[src/rtl/vga_timing_pattern_gen.sv]
// VGA timing generator with programmable porch/sync timing and a four-pattern test source.
// Pattern selection and solid colour are latched on frame boundaries so a switch never tears a frame.
module vga_timing_pattern_gen #(
  parameter int COLOR_W  = 4,
  parameter int CLK_DIV  = 2,
  parameter int H_ACTIVE = 800,
  parameter int H_FP     = 56,
  parameter int H_SYNC   = 120,
  parameter int H_BP     = 64,
  parameter int V_ACTIVE = 600,
  parameter int V_FP     = 37,
  parameter int V_SYNC   = 6,
  parameter int V_BP     = 23,
  parameter bit HS_POL   = 1'b1,
  parameter bit VS_POL   = 1'b1,
  parameter int CHK_LOG2 = 5,
  localparam int H_TOTAL = H_ACTIVE + H_FP + H_SYNC + H_BP,
  localparam int V_TOTAL = V_ACTIVE + V_FP + V_SYNC + V_BP,
  localparam int HW      = $clog2(H_TOTAL),
  localparam int VW      = $clog2(V_TOTAL)
) (
  input  logic                   clk,
  input  logic                   rst,
  input  logic                   en,
  input  logic [1:0]             mode,
  input  logic [3*COLOR_W-1:0]   solid_rgb,
  output logic                   pix_ce,
  output logic                   hsync,
  output logic                   vsync,
  output logic                   de,
  output logic [COLOR_W-1:0]     red,
  output logic [COLOR_W-1:0]     green,
  output logic [COLOR_W-1:0]     blue,
  output logic [HW-1:0]          hcount,
  output logic [VW-1:0]          vcount,
  output logic                   frame_start
);

  localparam int HS_START = H_ACTIVE + H_FP;
  localparam int HS_END   = HS_START + H_SYNC;
  localparam int VS_START = V_ACTIVE + V_FP;
  localparam int VS_END   = VS_START + V_SYNC;
  localparam int DW       = (CLK_DIV > 1) ? $clog2(CLK_DIV) : 1;

  localparam logic [DW-1:0] DIV_LAST = DW'(CLK_DIV - 1);
  localparam logic [DW-1:0] DIV_ONE  = DW'(1);
  localparam logic [HW-1:0] H_LAST   = HW'(H_TOTAL - 1);
  localparam logic [HW-1:0] H_ONE    = HW'(1);
  localparam logic [VW-1:0] V_LAST   = VW'(V_TOTAL - 1);
  localparam logic [VW-1:0] V_ONE    = VW'(1);

  if (CLK_DIV < 1 || COLOR_W < 1 || H_ACTIVE < 1 || H_SYNC < 1 || V_ACTIVE < 1 || V_SYNC < 1 ||
      H_FP < 0 || H_BP < 0 || V_FP < 0 || V_BP < 0 || CHK_LOG2 < 0 || CHK_LOG2 > 31) begin : g_param_check
    $fatal(1, "vga_timing_pattern_gen: timing parameters out of range");
  end

  logic [1:0]           rst_sync;
  logic                 rst_int;
  logic [DW-1:0]        div;
  logic [HW-1:0]        h;
  logic [VW-1:0]        v;
  logic [1:0]           mode_l;
  logic [3*COLOR_W-1:0] solid_l;
  logic [31:0]          hx;
  logic [31:0]          vx;
  logic                 de_c;
  logic                 hs_c;
  logic                 vs_c;
  logic [2:0]           bar_c;
  logic [2:0]           mask_c;
  logic [3*COLOR_W-1:0] rgb_c;

  // Reset asserts asynchronously and releases two clocks later, in step with clk.
  always_ff @(posedge clk or negedge rst) begin
    if (!rst) begin
      rst_sync <= 2'b00;
    end else begin
      rst_sync <= {rst_sync[0], 1'b1};
    end
  end

  assign rst_int = rst_sync[1];

  // Pixel clock-enable divider; keeps running while en is low.
  always_ff @(posedge clk or negedge rst_int) begin
    if (!rst_int) begin
      div    <= '0;
      pix_ce <= 1'b0;
    end else begin
      if (div == DIV_LAST) begin
        div <= '0;
      end else begin
        div <= div + DIV_ONE;
      end
      pix_ce <= (div == DIV_LAST);
    end
  end

  assign hx = 32'(h);
  assign vx = 32'(v);

  // Decode of the current counter pair; registered below so outputs trail the counters by one pixel.
  always_comb begin
    de_c   = (hx < 32'(H_ACTIVE)) && (vx < 32'(V_ACTIVE));
    hs_c   = (hx >= 32'(HS_START)) && (hx < 32'(HS_END));
    vs_c   = (vx >= 32'(VS_START)) && (vx < 32'(VS_END));
    bar_c  = 3'd0;
    mask_c = 3'b000;
    for (int k = 1; k < 8; k++) begin
      if (hx >= 32'((H_ACTIVE * k) / 8)) begin
        bar_c = 3'(k);
      end else begin
        bar_c = bar_c;
      end
    end
    case (mode_l)
      2'd0: begin
        if (vx < 32'(V_ACTIVE / 2)) begin
          mask_c = (hx < 32'(H_ACTIVE / 2)) ? 3'b010 : 3'b001;
        end else begin
          mask_c = (hx < 32'(H_ACTIVE / 2)) ? 3'b100 : 3'b111;
        end
      end
      2'd1: begin
        case (bar_c)
          3'd0:    mask_c = 3'b111;
          3'd1:    mask_c = 3'b110;
          3'd2:    mask_c = 3'b011;
          3'd3:    mask_c = 3'b010;
          3'd4:    mask_c = 3'b101;
          3'd5:    mask_c = 3'b100;
          3'd6:    mask_c = 3'b001;
          default: mask_c = 3'b000;
        endcase
      end
      // The square containing (0,0) is white.
      2'd2:    mask_c = (hx[CHK_LOG2] ~^ vx[CHK_LOG2]) ? 3'b111 : 3'b000;
      default: mask_c = 3'b000;
    endcase
    if (!de_c) begin
      rgb_c = '0;
    end else if (mode_l == 2'd3) begin
      rgb_c = solid_l;
    end else begin
      rgb_c = {{COLOR_W{mask_c[2]}}, {COLOR_W{mask_c[1]}}, {COLOR_W{mask_c[0]}}};
    end
  end

  // Raster counters, frame latch and registered video outputs.
  always_ff @(posedge clk or negedge rst_int) begin
    if (!rst_int) begin
      h           <= '0;
      v           <= '0;
      mode_l      <= 2'd0;
      solid_l     <= '0;
      hcount      <= '0;
      vcount      <= '0;
      de          <= 1'b0;
      hsync       <= ~HS_POL;
      vsync       <= ~VS_POL;
      red         <= '0;
      green       <= '0;
      blue        <= '0;
      frame_start <= 1'b0;
    end else if (!en) begin
      // Held idle at (0,0); tracking the inputs gives a fresh latch when en returns.
      h           <= '0;
      v           <= '0;
      mode_l      <= mode;
      solid_l     <= solid_rgb;
      hcount      <= '0;
      vcount      <= '0;
      de          <= 1'b0;
      hsync       <= ~HS_POL;
      vsync       <= ~VS_POL;
      red         <= '0;
      green       <= '0;
      blue        <= '0;
      frame_start <= 1'b0;
    end else if (pix_ce) begin
      hcount              <= h;
      vcount              <= v;
      de                  <= de_c;
      hsync               <= hs_c ~^ HS_POL;
      vsync               <= vs_c ~^ VS_POL;
      {red, green, blue}  <= rgb_c;
      frame_start         <= (h == '0) && (v == '0);
      if (h == H_LAST) begin
        h <= '0;
        if (v == V_LAST) begin
          v       <= '0;
          mode_l  <= mode;
          solid_l <= solid_rgb;
        end else begin
          v <= v + V_ONE;
        end
      end else begin
        h <= h + H_ONE;
      end
    end else begin
      frame_start <= 1'b0;
    end
  end

endmodule

[config.mk]
export PLATFORM = sky130hd
export DESIGN_NAME = vga_timing_pattern_gen
export DESIGN_NICKNAME = d
export VERILOG_FILES = /design/src/rtl/vga_timing_pattern_gen.sv
export SDC_FILE = /design/constraint.sdc
export NUM_CORES = 1
export LEC_CHECK = 0
export ABC_AREA = 0
export BUFFER_PORTS_ARGS = -buffer_cell sky130_fd_sc_hd__clkbuf_2
export CAP_MARGIN = 20
export CORE_MARGIN = 5
export CORE_UTILIZATION = 55
export DETAILED_ROUTE_END_ITERATION = 16
export GPL_TIMING_DRIVEN = 0
export PLACE_DENSITY = 0.85
export SETUP_SLACK_MARGIN = 0.2
export SLEW_MARGIN = 0
export SYNTH_ARGS = -nofsm -noshare
export SYNTH_HDL_FRONTEND = slang
export SYNTH_SLANG_ARGS = --single-unit
export TNS_END_PERCENT = 100
[constraint.sdc]
create_clock -name clk -period 2.8 [get_ports clk]
set_input_delay 0.56 -clock clk [delete_from_list [all_inputs] [get_ports clk]]
set_output_delay 0.56 -clock clk [all_outputs]
set_load 0.02 [all_outputs]
==> impl_metrics.py, run 1 <==
metrics = {
    "run_status": {
        "run_status": "complete, no violations",
    },
    "sta": {
        "clock_skew_ns": 0.0129,
        "setup_violations": 0,
        "period_needed_ns": 2.46,
        "maxSlewHeadroom_pct": 38.4,
        "pins_over_slew_limit": 0,
        "period_share_pct": 88.0,
        "maxClockFrequency_mhz": 406,
        "timing.final.hold_violations": 0,
        "worstMarginPinSlew_ns": 0.924,
        "fin_worst_hold_slack_ns": 0.362,
        "unrepaired_setup_endpoints_after_global_routing": "false",
        "setup_slack_ns": 0.336,
    },
    "logic_synthesis": {
        "synth_sequential_area_ratio_pct": 50.2,
        "synth.cell_area_sq_um": 3790,
        "synth_flop_cell": "sky130_fd_sc_hd__dfrtp_1",
        "synthCells": 370,
        "yosysWarningCount": 0,
        "synth_top_area_share_pct": 50.2,
        "synth_area_leaders": "sky130_fd_sc_hd__dfrtp_1 (50%), sky130_fd_sc_hd__mux2i_1 (5.5%), sky130_fd_sc_hd__o21ai_0 (5.0%)",
        "yosys.area.top_type": "sky130_fd_sc_hd__dfrtp_1",
        "postSynth.asyncResetShare_pct": 100,
        "flop_and_latch_count_out_of_synthesis": 76,
        "synth.lib_cells_used.distinct": 52,
        "synthesis.nets": 393,
        "synth_area_per_cell_sq_um": 10.2,
        "synth_edf_count": 0,
    },
    "global_routing": {
        "grt_pass1_vias": 3082,
        "initial_antenna_violation_count": 0,
        "grt_max_degree": 75,
        "grtUsageTotal_pct": 21.6,
        "grt.overflow.total": 0,
        "grt_first_pass_wirelength_microns": 14700,
    },
    "placed_design": {
        "dp_slack_ns": 0.0605,
        "place.port_buffers": 54,
        "routabilityCongestion": 0.902,
        "dpl.hpwl_microns": 5930,
    },
    "clock_tree": {
        "clock_pin_slew_reported_for_the_worst_setup_and_hold_paths_after_clock_tree_synthesis_ns": 0.08,
        "clk_root_buffer_cell": "sky130_fd_sc_hd__clkbuf_8",
        "htree_levels": 3,
        "cts_buffers": 9,
        "clockBufferDepth": 2,
        "clock_sink_count": 76,
        "cts_tree": "built",
        "worst_skew_pair.late_latency_ns": 0.36,
    },
    "worst_hold_path": {
        "min_delay_worst_endpoint": "rst_sync[1]$_DFF_PN0_",
        "kind_of_path_behind_the_tightest_hold_check": "flop to flop",
        "timing.hold.worst.start": "rst_sync[0]$_DFF_PN0_",
        "hold_path_depth": 0,
    },
    "route": {
        "drt-vias-per-instance": 5.72,
        "drt_iter0_drc": 141,
        "drcViolationCount": 0,
        "finalWirelength_microns": 8600,
        "drtPass1Iterations": 4,
        "routedWlPerCell_microns": 16.5,
        "antenna_violating_nets_post_route": 0,
        "dr_total_vias": 2986,
    },
    "final_layout": {
        "most_frequent_cells_in_the_layout": "sky130_fd_sc_hd__dfrtp_1 (75), sky130_fd_sc_hd__clkbuf_2 (56), sky130_fd_sc_hd__o21ai_0 (38)",
        "drive_gt1_share_pct": 21.5,
        "diodes": 0,
        "final_common_cell": "sky130_fd_sc_hd__dfrtp_1",
        "final_net_count": 460,
        "fillers": 534,
        "flow.area_growth_from_synthesis_pct": 17.5,
    },
    "critical_path": {
        "critical_path.max_fanout": 10,
        "rr_endpoint": "mode_l[1]$_DFFE_PN0P_",
        "crit_path_max_incr_delay_ns": 0.58,
        "ff2ff_path_depth": 7,
        "crit_slowest_cell": "sky130_fd_sc_hd__or4_4",
        "regToRegSetupSlack_ns": 0.34,
        "setup.worst_path.class": "flop to flop",
        "path_buf_inv": 2,
        "timing.critical_path.from_type": "flop",
        "critical_path.reg2reg.startpoint": "h[5]$_DFFE_PN0P_",
        "timing.critical_path.to_type": "flop",
        "worst_ep_arrival_time_ns": 2.71,
        "critical_path.cell_chain": "or3_1 -> or4_4 -> o21ai_4 -> and2_1 -> buf_6 -> buf_12 -> mux2_4",
        "cpLargestDelayFamily": "simple AND/OR/NAND/NOR gates",
        "cp.required_ns": 3.04,
    },
    "power": {
        "irDropWorstVdd_v": 0.000342,
        "power.density_nw_per_um2": 563,
        "power.total_mw": 2.51,
        "p_leak_nw": 2.15,
    },
    "floorplan": {
        "site_row_count": 30,
        "floorplan.initialDensity_pct": 56.1,
        "dieArea_sq_um": 8650,
        "core_area_sq_um": 6760,
        "die_h_microns": 93.0,
        "io_pins": 55,
        "die_x_microns": 93.0,
    },
    "run": {
        "cap_violations": 0,
    },
}
[synth_stat cells (3+ instances only)]
master,count
sky130_fd_sc_hd__a21boi_0,4
sky130_fd_sc_hd__a21o_1,3
sky130_fd_sc_hd__a21oi_1,6
sky130_fd_sc_hd__a31oi_1,3
sky130_fd_sc_hd__and2_1,4
sky130_fd_sc_hd__and3_1,3
sky130_fd_sc_hd__buf_1,3
sky130_fd_sc_hd__clkbuf_1,19
sky130_fd_sc_hd__dfrtp_1,76
sky130_fd_sc_hd__ha_1,6
sky130_fd_sc_hd__inv_1,9
sky130_fd_sc_hd__mux2_2,6
sky130_fd_sc_hd__mux2_4,8
sky130_fd_sc_hd__mux2i_1,21
sky130_fd_sc_hd__nand2_1,30
sky130_fd_sc_hd__nand2b_1,4
sky130_fd_sc_hd__nand3_1,9
sky130_fd_sc_hd__nand4_1,3
sky130_fd_sc_hd__nor2_1,28
sky130_fd_sc_hd__nor2b_1,25
sky130_fd_sc_hd__nor3_1,5
sky130_fd_sc_hd__nor3b_1,3
sky130_fd_sc_hd__o21ai_0,38
sky130_fd_sc_hd__o311ai_0,3
sky130_fd_sc_hd__o31ai_1,7
sky130_fd_sc_hd__or3_1,5
sky130_fd_sc_hd__xnor2_1,9
[stage by stage]
step | cells | TNS (ns) | area (sq um) | utilization (%)
finish | 522 | 0 | 4460 | 65.9
floorplan | 370 | 0 | 3790 | -
global route | 522 | 0 | 4460 | 65.9
detailed placement | 504 | 0 | 4170 | 61.6
global placement | 504 | -14.13 | 4160 | 61.6
CTS | 522 | 0 | 4450 | 65.8
[kinds of logic after synthesis]
family / share of synthesized area, %
other cells: 0.0989
xor+xnor: 2.31
simple gates: 17.8
fa+ha+maj: 1.98
flops: 50.2
buf+inv: 4.32
mux: 10.5
compound gates: 12.8
[where the power goes]
group	leakage (nW)	internal, mW	switching, mW
clock	0.129	0.627	0.427
sequential	1.01	1.15	0.0631
combinational	1.02	0.111	0.128
[per-layer routing]
layer  global-route usage (%)  part of all wire [%]  vias to the layer above  routed length (microns)
met3                     3.86                   3.9                       22                      335
met1                     27.4                    43                     1464                     3710
li1                         -                     -                     1421                        -
met4                     10.7                   2.6                        0                      220
met5                        0                     0                        -                        0
met2                     35.5                    50                       79                     4330
[timing repair]
action,in CTS,in global routing
buffers inserted,1,0
hold endpoints to repair,2,0
endpoints found under the setup margin,14,8
gates cloned,0,0
hold buffers,1,0
resized for setup,3,1
pin swaps,1,0
[flip-flops by register name (all words and copies together) (netlist names), 4 cells and up]
register,cells
h,11
solid_l,12
hcount,11
vcount,10
blue,4
red,4
v,10
green,4
[layout make-up]
cell class              count  area, sq um  area share, %
flip-flops and latches     76         1910           42.8
multi-input cells         259         1740           39.0
repair buffers             56          288           6.46
clock buffers              10          138           3.09
plain buffers              26          133           2.98
clock inverters             6          119           2.67
well taps                  80          100           2.25
inverters                   9         33.8          0.758
[how the worst max path moves through the flow]
stage                     slack (ns)  depth (start not counted)                      end                  start
final                           0.34                          7    mode_l[1]$_DFFE_PN0P_       h[5]$_DFFE_PN0P_
after global routing            0.21                          6         v[5]$_DFFE_PN0P_       h[5]$_DFFE_PN0P_
after CTS                       0.29                          7  solid_l[10]$_DFFE_PN0P_       v[5]$_DFFE_PN0P_
after detailed placement        0.06                          7  solid_l[10]$_DFFE_PN0P_       v[5]$_DFFE_PN0P_
after global placement         -0.19                          0    vcount[1]$_DFFE_PN0P_  rst_sync[1]$_DFF_PN0_
after floorplan                 0.41                          7    mode_l[0]$_DFFE_PN0P_       h[4]$_DFFE_PN0P_
Power figures use the tool's default switching activity.
==> run 2, diff against run 1 <==
--- a/config.mk
+++ b/config.mk
@@ -13,4 +13,4 @@
 export DETAILED_ROUTE_END_ITERATION = 16
-export GPL_TIMING_DRIVEN = 0
-export PLACE_DENSITY = 0.85
+export GPL_TIMING_DRIVEN = 1
+export PLACE_DENSITY = 0.77
 export SETUP_SLACK_MARGIN = 0.2
--- a/constraint.sdc
+++ b/constraint.sdc
@@ -3,2 +3,2 @@
 set_output_delay 0.56 -clock clk [all_outputs]
-set_load 0.02 [all_outputs]
+set_load 0.1 [all_outputs]
==> run 2 against run 1 <==
Against the previous run: largest cell class unchanged; highest routed layer unchanged; non-clock buffer count down 14; die area stayed put; via count decreased by 2.7%; largest power group unchanged.
==> impl_metrics.py, run 2 (synthesis results as in run 1) <==
metrics = {
    "final_layout": {
        "final_common_cell": "sky130_fd_sc_hd__dfrtp_1",
        "final_core_util_pct": 64.5,
        "largestRegisters": "solid_l x12, h x11, hcount x11",
        "top_register_by_number_of_flip_flops": "solid_l",
        "flow.area_growth_from_synthesis_pct": 15.0,
        "final_net_count": 446,
        "diodes": 0,
        "post-route-cell-area_sq_um": 4360,
        "fillers": 557,
        "most_frequent_cells_in_the_layout": "sky130_fd_sc_hd__dfrtp_1 (75), sky130_fd_sc_hd__clkbuf_2 (54), sky130_fd_sc_hd__o21ai_0 (38)",
        "largest_register_ff_count": 12,
        "final_cells": 508,
        "drive_gt1_share_pct": 23.4,
    },
    "placed_design": {
        "routabilityCongestion": 0.913,
        "place.port_buffers": 54,
        "dpl.hpwl_microns": 5880,
        "area_after_detailed_placement_sq_um": 4140,
        "numPlacedInstances": 491,
    },
    "route": {
        "drtPass1Iterations": 4,
        "dr_total_vias": 2904,
        "finalWirelength_microns": 8290,
        "drcViolationCount": 0,
        "antenna_violating_nets_post_route": 0,
        "drt-vias-per-instance": 5.72,
        "routedWlPerCell_microns": 16.3,
        "drt_iter0_drc": 113,
    },
    "sta": {
        "maxSlewHeadroom_pct": 46.3,
        "pins_over_slew_limit": 0,
        "period_share_pct": 85.9,
        "timing.final.hold_violations": 0,
        "setup_violations": 0,
        "maxClockFrequency_mhz": 416,
        "tns_ns": 0,
        "period_needed_ns": 2.41,
        "clock_skew_ns": 0.0125,
        "unrepaired_setup_endpoints_after_global_routing": "false",
        "worstMarginPinSlew_ns": 0.806,
    },
    "global_routing": {
        "grt_pass1_vias": 2792,
        "grtUsageTotal_pct": 20.8,
        "grt.overflow.total": 0,
        "grt_first_pass_wirelength_microns": 14100,
        "grt_max_degree": 39,
        "initial_antenna_violation_count": 0,
    },
    "clock_tree": {
        "worst_skew_pair.late_latency_ns": 0.36,
        "cts_tree": "built",
        "clockBufferDepth": 2,
        "cts_buffers": 9,
        "clock_sink_count": 76,
        "cts_repair_resize_count": 0,
        "clock_pin_slew_reported_for_the_worst_setup_and_hold_paths_after_clock_tree_synthesis_ns": 0.08,
        "htree_levels": 3,
        "clk_root_buffer_cell": "sky130_fd_sc_hd__clkbuf_8",
    },
    "critical_path": {
        "critical_path.max_fanout": 16,
        "timing.critical_path.to_type": "flop",
        "critical_path.reg2reg.startpoint": "h[7]$_DFFE_PN0P_",
        "timing.critical_path.from_type": "flop",
        "crit_slowest_cell": "sky130_fd_sc_hd__or4_4",
        "worst_ep_arrival_time_ns": 2.65,
        "crit_path_max_incr_delay_ns": 0.59,
        "ff2ff_path_depth": 6,
        "cp.required_ns": 3.05,
        "rr_endpoint": "solid_l[2]$_DFFE_PN0P_",
        "path_buf_inv": 1,
        "cpLargestDelayFamily": "simple AND/OR/NAND/NOR gates",
        "critical_path.cell_chain": "or2_1 -> or4_4 -> o21ai_4 -> and2_1 -> buf_4 -> mux2_2",
        "regToRegSetupSlack_ns": 0.39,
        "setup.worst_path.class": "flop to flop",
    },
    "run": {
        "cap_violations": 0,
    },
    "worst_hold_path": {
        "kind_of_path_behind_the_tightest_hold_check": "flop to asynchronous set/reset pin",
    },
    "floorplan": {
        "core_area_sq_um": 6760,
        "die_h_microns": 93.0,
        "dieArea_sq_um": 8650,
        "die_x_microns": 93.0,
        "floorplan.initialDensity_pct": 56.1,
        "io_pins": 55,
        "site_row_count": 30,
    },
    "power": {
        "p_leak_nw": 2.13,
        "irDropWorstVdd_v": 0.000369,
        "power.density_nw_per_um2": 556,
    },
    "run_status": {
        "run_status": "complete, no violations",
    },
}
## run 2: final cells by class
type | count | area [sq um] | share of cell area [%]
Clock inverter | 7 | 83.8 | 1.92
Sequential cell | 76 | 1900 | 43.6
Timing Repair Buffer | 68 | 390 | 8.95
Inverter | 9 | 33.8 | 0.775
Multi-Input combinational cell | 259 | 1730 | 39.6
Tap cell | 80 | 100 | 2.30
Clock buffer | 9 | 124 | 2.84
## run 2: where the power goes
| part | switching, mW | internal, mW |
|---|---|---|
| combinational | 0.244 | 0.109 |
| sequential | 0.0530 | 1.15 |
| clock | 0.439 | 0.427 |
## run 2: how the worst max path moves through the flow
| stage | startpoint | end | slack [ns] | cells after the start |
|---|---|---|---|---|
| 5_1_grt | h[7]$_DFFE_PN0P_ | solid_l[2]$_DFFE_PN0P_ | 0.28 | 6 |
| 2_1_floorplan | pix_ce$_DFF_PN0_ | h[9]$_DFFE_PN0P_ | 0.31 | 7 |
| 6_report | h[7]$_DFFE_PN0P_ | solid_l[2]$_DFFE_PN0P_ | 0.39 | 6 |
| 3_3_place_gp | h[7]$_DFFE_PN0P_ | solid_l[1]$_DFFE_PN0P_ | 0.46 | 6 |
| 3_5_place_dp | h[7]$_DFFE_PN0P_ | solid_l[2]$_DFFE_PN0P_ | 0.40 | 6 |
| 4_1_cts | h[7]$_DFFE_PN0P_ | solid_l[2]$_DFFE_PN0P_ | 0.39 | 6 |
## run 2: what timing repair did
item,4_1_cts,5_1_grt
hold buffers,1,0
setup buffers,0,0
endpoints found under the hold margin,2,0
## run 2: layer usage
| layer | track usage (%) | vias to the layer above | part of all wire, % |
|---|---|---|---|
| met5 | 0 | - | 0 |
| met4 | 8.79 | 0 | 1.1 |
| met3 | 4.26 | 8 | 5.4 |
| met2 | 30.2 | 91 | 46 |
| met1 | 30.1 | 1411 | 48 |
| li1 | - | 1394 | - |
## run 2: through the flow
step	setup slack, ns	hold WS [ns]	total power [mW]
floorplan	0.314	0.264	1.50
global placement	0.459	0.336	1.57
detailed placement	0.404	0.339	1.58
CTS	0.386	0.358	2.44
global route	0.275	0.371	2.53
finish	0.394	0.356	2.43
